<file path="config.mk">
export PLATFORM = sky130hd
export DESIGN_NAME = matrix_operand_loader
export DESIGN_NICKNAME = d
export VERILOG_FILES = /design/src/rtl/mm_pkg.sv /design/src/rtl/operand_bank.sv /design/src/rtl/matrix_operand_loader.sv
export SDC_FILE = /design/constraint.sdc
export NUM_CORES = 1
export LEC_CHECK = 0
export ABC_AREA = 1
export BUFFER_PORTS_ARGS = -buffer_cell sky130_fd_sc_hd__buf_2
export CORE_MARGIN = 10
export CORE_UTILIZATION = 40
export CTS_CLUSTER_DIAMETER = 200
export DETAILED_ROUTE_END_ITERATION = 12
export SYNTH_ARGS = -nofsm -noshare
export SYNTH_HDL_FRONTEND = slang
export SYNTH_SLANG_ARGS = --single-unit
</file>
<file path="constraint.sdc">
create_clock -name clk -period 12.5 [get_ports clk]
set_input_delay 1.875 -clock clk [delete_from_list [all_inputs] [get_ports clk]]
set_output_delay 1.875 -clock clk [all_outputs]
set_load 0.02 [all_outputs]
</file>
<file path="src/rtl/mm_pkg.sv">
// Shared definitions for the matrix-multiply operand path: default operand
// geometry plus the bank-select and row-counter types used by the loader.
package mm_pkg;
  localparam int DEF_DATA_WIDTH = 8;
  localparam int DEF_N          = 4;

  typedef logic                       bank_idx_t;
  typedef logic [$clog2(DEF_N)-1:0]   row_cnt_t;
endpackage

</file>
<file path="src/rtl/operand_bank.sv">
// One operand bank: NxN A and NxN B storage, written a row at a time and read
// as column k of A together with row k of B.
module operand_bank
  import mm_pkg::*;
#(
  parameter int DATA_WIDTH = DEF_DATA_WIDTH,
  parameter int N          = DEF_N
) (
  input  logic                           clk,
  input  logic                           wr_en,
  input  row_cnt_t                       wr_row,
  input  logic [N-1:0][DATA_WIDTH-1:0]   wr_a_row,
  input  logic [N-1:0][DATA_WIDTH-1:0]   wr_b_row,
  input  row_cnt_t                       rd_k,
  output logic [N-1:0][DATA_WIDTH-1:0]   a_col,
  output logic [N-1:0][DATA_WIDTH-1:0]   b_row
);

  logic [N-1:0][DATA_WIDTH-1:0] a_mem [N];
  logic [N-1:0][DATA_WIDTH-1:0] b_mem [N];

  // Storage is data only; it carries no reset.
  always_ff @(posedge clk) begin
    if (wr_en) begin
      a_mem[wr_row] <= wr_a_row;
      b_mem[wr_row] <= wr_b_row;
    end
  end

  always_comb begin
    a_col = '0;
    for (int i = 0; i < N; i++) begin
      a_col[i] = a_mem[i][rd_k];
    end
    b_row = b_mem[rd_k];
  end

endmodule

</file>
<file path="src/rtl/matrix_operand_loader.sv">
// Double-buffered operand loader: accepts A/B row pairs into one bank while the
// other bank streams column-of-A / row-of-B beats into the systolic array.
module matrix_operand_loader
  import mm_pkg::*;
#(
  parameter int DATA_WIDTH = DEF_DATA_WIDTH,
  parameter int N          = DEF_N
) (
  input  logic                           clk,
  input  logic                           reset,
  input  logic                           in_valid,
  output logic                           in_ready,
  input  logic [N-1:0][DATA_WIDTH-1:0]   in_a_row,
  input  logic [N-1:0][DATA_WIDTH-1:0]   in_b_row,
  input  logic                           sink_ready,
  output logic                           out_valid,
  output logic [N-1:0][DATA_WIDTH-1:0]   a_data,
  output logic [N-1:0][DATA_WIDTH-1:0]   b_data,
  output logic                           out_last
);

  localparam row_cnt_t LAST_ROW = row_cnt_t'(N - 1);

  logic [1:0]   full;
  bank_idx_t    wr_bank;
  bank_idx_t    rd_bank;
  row_cnt_t     wr_cnt;
  row_cnt_t     rd_cnt;
  logic         running;
  logic         accept;
  logic         drain;

  logic [N-1:0][DATA_WIDTH-1:0] bank_a [2];
  logic [N-1:0][DATA_WIDTH-1:0] bank_b [2];

  // running holds in_ready low through the reset edge and releases it on the
  // first edge that sees reset deasserted.
  assign in_ready  = running && !full[wr_bank];
  assign out_valid = full[rd_bank];
  assign accept    = in_valid && in_ready;
  assign drain     = out_valid && sink_ready;

  for (genvar b = 0; b < 2; b++) begin : g_bank
    operand_bank #(
      .DATA_WIDTH (DATA_WIDTH),
      .N          (N)
    ) u_bank (
      .clk      (clk),
      .wr_en    (accept && (wr_bank == bank_idx_t'(b))),
      .wr_row   (wr_cnt),
      .wr_a_row (in_a_row),
      .wr_b_row (in_b_row),
      .rd_k     (rd_cnt),
      .a_col    (bank_a[b]),
      .b_row    (bank_b[b])
    );
  end

  always_comb begin
    a_data   = '0;
    b_data   = '0;
    out_last = 1'b0;
    if (out_valid) begin
      a_data   = bank_a[rd_bank];
      b_data   = bank_b[rd_bank];
      out_last = (rd_cnt == LAST_ROW);
    end
  end

  // Fill and drain always target different banks (the write bank is never full
  // while being filled, the read bank is always full while draining), so both
  // completions may land on the same edge.
  always_ff @(posedge clk) begin
    if (!reset) begin
      full    <= 2'b00;
      wr_bank <= 1'b0;
      rd_bank <= 1'b0;
      wr_cnt  <= '0;
      rd_cnt  <= '0;
      running <= 1'b0;
    end else begin
      running <= 1'b1;
      if (accept) begin
        if (wr_cnt == LAST_ROW) begin
          full[wr_bank] <= 1'b1;
          wr_cnt        <= '0;
          wr_bank       <= ~wr_bank;
        end else begin
          wr_cnt <= wr_cnt + row_cnt_t'(1);
        end
      end
      if (drain) begin
        if (rd_cnt == LAST_ROW) begin
          full[rd_bank] <= 1'b0;
          rd_cnt        <= '0;
          rd_bank       <= ~rd_bank;
        end else begin
          rd_cnt <= rd_cnt + row_cnt_t'(1);
        end
      end
    end
  end

endmodule

</file>
==> results of run 1 <==
sequential cells by signal, summed over array words and instances, names as in the netlist, named ones only:
register / cells
wr_cnt: 2
rd_cnt: 2
rd_bank: 1
wr_bank: 1
full: 2
g_bank.u_bank.b_mem: 256
g_bank.u_bank.a_mem: 256
running: 1
critical path, stage by stage, from the launching register on:
cell	delay, ps
dfxtp_4	530
inv_2	700
buf_4	670
nand2_1	110
nand3_1	90
nand3_1	230
nand2_1	160
nor2_1	50
buf_2	170
power breakdown:
part	leakage [nW]	switching, mW	internal (mW)
combinational	3.80	0.0622	0.0186
clock	0.834	0.659	0.881
sequential	4.72	0.00504	1.95
layout make-up:
cell class                 instances  area (um2)  share of cell area, %
antenna                            4        10.0                 0.0407
clock buffer                      63        1410                   5.71
clock inverter                    37         268                   1.09
inverter                         210         790                   3.21
multi-input combinational       1144        4830                   19.6
sequential                       523       15600                   63.4
tap                              696         871                   3.54
timing repair buffer             156         836                   3.40
cells in the final DEF, fill, tap and decap left out, types with 6 or more instances in the layout:
master     count
edfxtp_1     512
nor2_1       466
nand2_1      333
inv_1        204
o21ai_0      172
buf_2        134
nand3_1      129
clkbuf_16     55
o21ai_1       22
buf_4         22
clkinv_1      18
clkinv_2      16
clkbuf_1       8
dfxtp_1        6
metal layers:
layer	wire length, um	track usage, %	vias to the layer above	part of all wire (%)
met5	69	0.792	-	0.13
met4	1390	5.47	4	2.6
met3	3970	3.68	85	7.4
met2	25000	26.4	458	46
met1	23500	22.1	6763	44
li1	-	-	6787	-
worst paths after layout:
check	cells past startpoint	start	endpoint
min reg2reg	4	full[1]	full[1]
max	8	rd_cnt[0]	a_data[1]
max reg2reg	4	wr_bank	g_bank[0].u_bank.a_mem[2][14]
min	4	full[1]	full[1]
per-stage QoR:
| stage | setup slack, ps | cell area, um2 | hold WS (ps) | power [mW] |
|---|---|---|---|---|
| 2_1_floorplan | 5490 | 21700 | 509 | 2.02 |
| 3_5_place_dp | 7850 | 22900 | 552 | 2.07 |
| 3_3_place_gp | 7850 | 22900 | 527 | 2.07 |
| 5_1_grt | 6970 | 24600 | 594 | 3.67 |
| 6_report | 7230 | 24600 | 554 | 3.57 |
| 4_1_cts | 7210 | 24600 | 560 | 3.60 |
cells by family (layout without fill, tap and decap cells):
group / after synthesis / count (layout) / synth area share, %
AOI/OAI and AO/OA: 198 / 198 / 4.59
adders and majority gates: 5 / 5 / 0.288
buffers and inverters: 316 / 466 / 6.27
DFF: 523 / 523 / 71.7
other: 0 / 4 / 0
and+or+nand+nor: 941 / 941 / 17.1
==> impl_metrics.ini, run 1 <==
[logic_synthesis]
synthCells = 1983
synth_top_area_share_pct = 70.7
yosysMostFrequentCell = edfxtp_1
yosys_register_bits = 523
synth_top_flop_cell = edfxtp_1
synthTopCellsByCount = edfxtp_1 (512), nor2_1 (470), nand2_1 (333)
synthDistinctLibCells = 25
syn_avg_cell_area_um2 = 11.0
async_flop_share_pct = 0
ys_warn_count = 0
seq_area_frac_synth_pct = 71.7
synth_edf_count = 512
syn_nets = 2056
synth_top_cell_by_area = edfxtp_1
synthTopCellsByArea = edfxtp_1 (71%), nor2_1 (8.1%), nand2_1 (5.7%), o21ai_0 (4.0%), inv_1 (3.5%)
mappedNetlistArea_mm2 = 0.0217

[clocking]
post_cts_resized = 0
cts_tree = yes
root_buffer = clkbuf_16
clk_pin_slew_ps = 60
htree_levels = 2
clk_latency_ps = 600
clockBufferDepth = 3
cts_hold_buf = 0
clkSinkCount = 523
cts_buffers = 54
post_cts_buffers = 0

[sta]
drv_slew = 0
worst-slew-pin-transition_ps = 1180
hold_viol = 0
finalSetupTns_ps = 0
setup_viol = 0
rsz0062_at_grt = no
max-slew-margin-rel_pct = 21.5
finClkSkew_ps = 23.2
finalCriticalPeriod_ps = 5270
fmax_mhz = 190
period_share_pct = 42.2

[worst_setup_path]
critPathRequiredTime_ps = 10620
path_class = flop to output port
cp.arrival_ps = 3400
start_kind = flop
crit_fanout = 64
end_kind = output port
r2r_setup_slack_ps = 9460

[global_routing]
antenna_found_initial = 7
grt_start_max_net_pins = 102
grt_pass1_wl_mm = 81.6
grt_overflow_total = 0
first_global_vias = 13471
track_usage_pct = 16.6

[placed_design]
io_buffers = 134
place.gp.congestion = 0.824
hpwl_mm = 31.1
placed_cells = 2729

[layout]
drive_gt1_share_pct = 11.8
postLayoutCoreUtil_pct = 45.7
finalNonFillerCells = 2833
syn2layout_area_growth_pct = 13.2
fillerInstances = 4885
fin_nets = 2162

[floorplan]
core_mm2 = 0.0538
rows = 85
fp.dieH_um = 253
dieArea_mm2 = 0.0641
die_w_um = 253
io_pins = 135
start_util_pct = 40.4

[detailed_routing]
ant_nets = 0
vias_per_cell = 4.98
drc = 0
dr_total_vias = 14097
firstDrtPassIters = 5
wl_per_cell_um = 19.0
routed_wl_mm = 53.9
drt_iter0_drc = 1174

[run]
cap_violations = 0

[pwr]
power_density_mw_per_mm2 = 145
peakVddDrop_v = 0.000111
leakage_nw = 9.35

[hold_path]
hold_class = flop to flop

[status]
status = finished clean
(Power assumes the default switching activity.)
==> run 2: changes to the inputs <==
==> constraint.sdc (replaced) <==
create_clock -name clk -period 4.2 [get_ports clk]
set_input_delay 0.63 -clock clk [delete_from_list [all_inputs] [get_ports clk]]
set_output_delay 0.63 -clock clk [all_outputs]
set_load 0.02 [all_outputs]
==> run 2 against run 1 <==
Critical path depth fell by 2. Clock power grew to 2.9 times the previous value. Total power rose to 3.0 times the previous value. First-iteration DRC count down 6.0%. Global-route usage down 0.087 points. Core utilization grew 0.20 points. Highest routed layer unchanged. Count of clock-buffer cells in the layout grew 14. Hold slack worse by 310 ps. Clock skew down 5.0 ps. Register-to-register slack worse by 7700 ps. Flip-flop and latch count did not move.
==> impl_metrics.ini, run 2 (synthesis gave the netlist of run 1 again) <==
[status]
status = finished clean

[layout]
top_regs = g_bank.u_bank.a_mem: 256 flops, g_bank.u_bank.b_mem: 256 flops
fin_nets = 2169
drive_gt1_share_pct = 12.0
fin_area_mm2 = 0.0247
layout_commonest_cell = edfxtp_1
final_cell_mix = edfxtp_1 (512), nor2_1 (466), nand2_1 (333), inv_1 (204), o21ai_0 (172)
fillerInstances = 4913
syn2layout_area_growth_pct = 13.8

[sta]
max-slew-margin-rel_pct = 29.0
finalCriticalPeriod_ps = 3470
rsz0062_at_grt = no
holdWs_ps = 242
worst-slew-pin-transition_ps = 1060
fmax_mhz = 288
hold_viol = 0
period_share_pct = 82.6
finClkSkew_ps = 18.2
drv_slew = 0
setup_viol = 0

[detailed_routing]
dr_total_vias = 14174
drc = 0
routed_wl_mm = 53.8
ant_nets = 0
wl_per_cell_um = 18.9
firstDrtPassIters = 5
drt_iter0_drc = 1103
vias_per_cell = 4.99

[clocking]
cts_hold_buf = 0
clk_latency_ps = 610
cts_tree = yes
htree_levels = 2
clkSinkCount = 523
cts_buffers = 53
root_buffer = clkbuf_16
clockBufferDepth = 3
post_cts_resized = 0
clk_pin_slew_ps = 60
post_cts_buffers = 0

[pwr]
seqPwrFrac_pct = 55.0
combPwrFrac_pct = 2.3
peakVddDrop_v = 0.000418
switching_share_pct = 20.3
power_density_mw_per_mm2 = 427
leakage_nw = 9.40
p_int_mw = 8.41
clkPwrFrac_pct = 42.7
p_switching_mw = 2.15

[worst_setup_path]
crit_buf_inv = 2
crit_family = buffers and inverters
cp.arrival_ps = 2840
path_cells = buf_4, o21ai_0, o21ai_0, nor2_1, nor2_1, buf_2
crit_fanout = 101
critPathRequiredTime_ps = 3570
cp_slowest_cell = buf_4
critPathMaxStageDelay_ps = 740
path_class = flop to output port
end_kind = output port
start_kind = flop

[floorplan]
die_w_um = 253
fp.dieH_um = 253
dieArea_mm2 = 0.0641
core_mm2 = 0.0538
rows = 85
start_util_pct = 40.4
io_pins = 135

[global_routing]
track_usage_pct = 16.5
antenna_found_initial = 9
grt_start_max_net_pins = 102
grt_pass1_wl_mm = 81.5
grt_overflow_total = 0
first_global_vias = 13709

[placed_design]
hpwl_mm = 31.2
place_area_mm2 = 0.0231
io_buffers = 134
place.gp.congestion = 0.811

[hold_path]
hold_class = input port to flop

[run]
cap_violations = 0
## run 2: cell types whose count changed in the layout (fill, tap and decap cells not counted), sizes merged
cell | before | now
bufinv | 4 | 2
clkinv | 34 | 19
buf | 156 | 164
clkbuf | 63 | 77
## run 2: layer usage
layer	vias up	share of wire (%)	global-route usage [%]	wire, um
met3	96	7.2	3.81	3850
li1	6794	-	-	-
met5	-	0.078	0	42
met1	6883	42	21.1	22700
met4	6	2.3	4.80	1240
met2	395	48	27.6	26000
## run 2: power groups by stage
stage,combinational (mW),sequential [mW],clock (mW)
4_1_cts,0.246,5.81,4.60
5_1_grt,0.270,5.81,4.79
3_5_place_dp,0.245,5.92,0
6_report,0.241,5.81,4.51
2_1_floorplan,0.0913,5.92,0
3_3_place_gp,0.237,5.92,0
## run 2: worst paths after layout
path,from,slack [ps],cells after the start,to
setup / recovery,rd_cnt[0],730,6,a_data[25]
hold / removal,reset,240,1,running
setup reg to reg,wr_bank,1800,4,g_bank[0].u_bank.a_mem[3][22]
hold reg to reg,full[0],550,2,full[0]
## run 2: final cells by class
type / count / area (um2) / area share (%)
clock buffers: 77 / 1480 / 5.97
well taps: 696 / 871 / 3.52
clock inverters: 20 / 171 / 0.693
diodes: 4 / 10.0 / 0.0405
inverters: 210 / 790 / 3.19
repair buffers: 164 / 971 / 3.93
flip-flops and latches: 523 / 15600 / 63.1
multi-input cells: 1144 / 4830 / 19.5
## run 2: metrics by stage
stage          worst slack [ps]  TNS, ps  power, mW  util (%)  cells
2_1_floorplan             -1570  -301430       6.01         -   1983
3_3_place_gp               1430        0       6.15      42.9   2737
3_5_place_dp               1420        0       6.16      42.9   2737
4_1_cts                     755        0       10.7      45.9   2834
5_1_grt                     591        0       10.9      45.9   2835
6_report                    731        0       10.6      45.9   2838
==> run 3: changes to the inputs <==
==> constraint.sdc (replaced) <==
create_clock -name clk -period 2.8 [get_ports clk]
set_input_delay 0.42 -clock clk [delete_from_list [all_inputs] [get_ports clk]]
set_output_delay 0.42 -clock clk [all_outputs]
set_load 0.02 [all_outputs]
==> run 3 against run 2 <==
Hold slack lost 180 ps. Final cell count is 0.56% higher. Worst setup slack worse by 600 ps. Routed wire length up 1.7%. Count of clock-buffer cells in the layout is 9 lower. Flip-flop and latch count is the same. Sequential power rose by 50%. Via count grew 0.58%. Largest cell class unchanged. Largest power group unchanged.
==> impl_metrics.ini, run 3 (synthesis gave the netlist of run 1 again) <==
[pwr]
combPwrFrac_pct = 2.3
peakVddDrop_v = 0.000527
leakage_nw = 9.59
p_switching_mw = 3.25
switching_share_pct = 20.2
seqPwrFrac_pct = 54.0
p_int_mw = 12.9
clkPwrFrac_pct = 43.7
total_power_mw = 16.1
power_density_mw_per_mm2 = 640

[clocking]
cts_tree = yes
clkSinkCount = 523
clk_pin_slew_ps = 60
post_cts_buffers = 0
htree_levels = 2
cts_buffers = 54
cts_hold_buf = 0
root_buffer = clkbuf_16
clockBufferDepth = 3
clk_latency_ps = 600

[detailed_routing]
wl_per_cell_um = 19.2
vias_per_cell = 5.00
drc = 0
drt_iter0_drc = 1099
routed_wl_mm = 54.7
ant_nets = 0
dr_total_vias = 14256
firstDrtPassIters = 5

[placed_design]
hpwl_mm = 31.1
placed_cells = 2749
io_buffers = 134
place_area_mm2 = 0.0233
place.gp.congestion = 0.801

[worst_setup_path]
path_class = flop to output port
path_cells = inv_2, o21ai_4, clkbuf_8, nand2_1, nor2_2, buf_2
crit_buf_inv = 3
end_kind = output port
cp_slowest_cell = dfxtp_1
crit_fanout = 32
start_kind = flop
crit_family = buffers and inverters
critPathMaxStageDelay_ps = 430
critPathRequiredTime_ps = 2380
r2r_setup_slack_ps = 790
cp.arrival_ps = 2250

[layout]
layout_commonest_cell = edfxtp_1
finalNonFillerCells = 2854
fillerInstances = 4851
drive_gt1_share_pct = 13.4
fin_nets = 2184
fin_area_mm2 = 0.0252
syn2layout_area_growth_pct = 15.9
top_regs = g_bank.u_bank.a_mem: 256 flops, g_bank.u_bank.b_mem: 256 flops
final_cell_mix = edfxtp_1 (512), nor2_1 (458), nand2_1 (333), inv_1 (202), o21ai_0 (171)

[sta]
setup_viol = 0
finClkSkew_ps = 11.9
finalCriticalPeriod_ps = 2670
drv_slew = 0
period_share_pct = 95.4
max-slew-margin-rel_pct = 58.0
hold_viol = 0
worst-slew-pin-transition_ps = 631
rsz0062_at_grt = no
fmax_mhz = 374

[global_routing]
antenna_found_initial = 9
first_global_vias = 13648
grt_start_max_net_pins = 161
track_usage_pct = 16.6
grt_overflow_total = 0
grt_pass1_wl_mm = 81.9

[floorplan]
rows = 85
core_mm2 = 0.0538
io_pins = 135
dieArea_mm2 = 0.0641
start_util_pct = 40.4
fp.dieH_um = 253
die_w_um = 253

[status]
status = finished clean

[run]
cap_violations = 0

[hold_path]
hold_class = input port to flop
==> run 3: cell count changes in the layout (fill, tap and decap cells not counted), sizes merged <==
cell and delta:
buf +11, bufinv +1, clkbuf -6, clkinv +8, clkinvlp +3, inv -1
==> run 3: layout make-up <==
| class | count | area [um2] | share of cell area [%] |
|---|---|---|---|
| Inverter | 210 | 796 | 3.16 |
| Tap cell | 696 | 871 | 3.46 |
| Antenna cell | 4 | 10.0 | 0.0397 |
| Clock buffer | 68 | 1520 | 6.03 |
| Clock inverter | 31 | 233 | 0.924 |
| Timing Repair Buffer | 178 | 1270 | 5.05 |
| Sequential cell | 523 | 15600 | 62.0 |
| Multi-Input combinational cell | 1144 | 4880 | 19.4 |
==> run 3: worst register-to-register path, stage by stage, from the launching register on <==
cell and delay, ps:
dfxtp_1 360, inv_2 170, nand4_1 390, nor2_4 250
buf_4 430
==> run 3: what timing repair did <==
| item | in CTS | in global routing |
|---|---|---|
| gates cloned | 0 | 2 |
| endpoints found under the setup margin | 12 | 44 |
| resized for setup | 2 | 18 |
==> run 3: per-stage QoR <==
stage               TNS (ps)  hold slack, ps  worst slack, ps  utilization, %
CTS                     -140            23.5            -40.6            46.6
global route               0            37.9             10.5            46.8
global placement           0             547              517            43.3
finish                     0            59.5              130            46.8
floorplan            -313760             448            -1030               -
detailed placement         0             549              537            43.3
==> run 3: power groups by stage <==
| stage | clock network [mW] | registers [mW] | logic, mW |
|---|---|---|---|
| finish | 7.05 | 8.71 | 0.371 |
| detailed placement | 0 | 8.87 | 0.372 |
| global placement | 0 | 8.87 | 0.363 |
| global route | 7.51 | 8.71 | 0.413 |
| floorplan | 0 | 8.88 | 0.140 |
| CTS | 7.19 | 8.71 | 0.374 |
==> run 3: layer usage <==
| metal | GRT usage [%] | part of all wire (%) | up-vias |
|---|---|---|---|
| met5 | 0 | 0.091 | - |
| met2 | 27.7 | 48 | 476 |
| met1 | 21.5 | 42 | 6825 |
| met4 | 5.59 | 2.8 | 6 |
| met3 | 3.10 | 7.3 | 116 |
| li1 | - | - | 6833 |
==> run 3: final timing paths <==
path,start,to,cells past startpoint
max,full[0],a_data[17],6
min,reset,running,1
max reg2reg,wr_bank,g_bank[0].u_bank.a_mem[2][10],4
min reg2reg,full[1],full[1],4
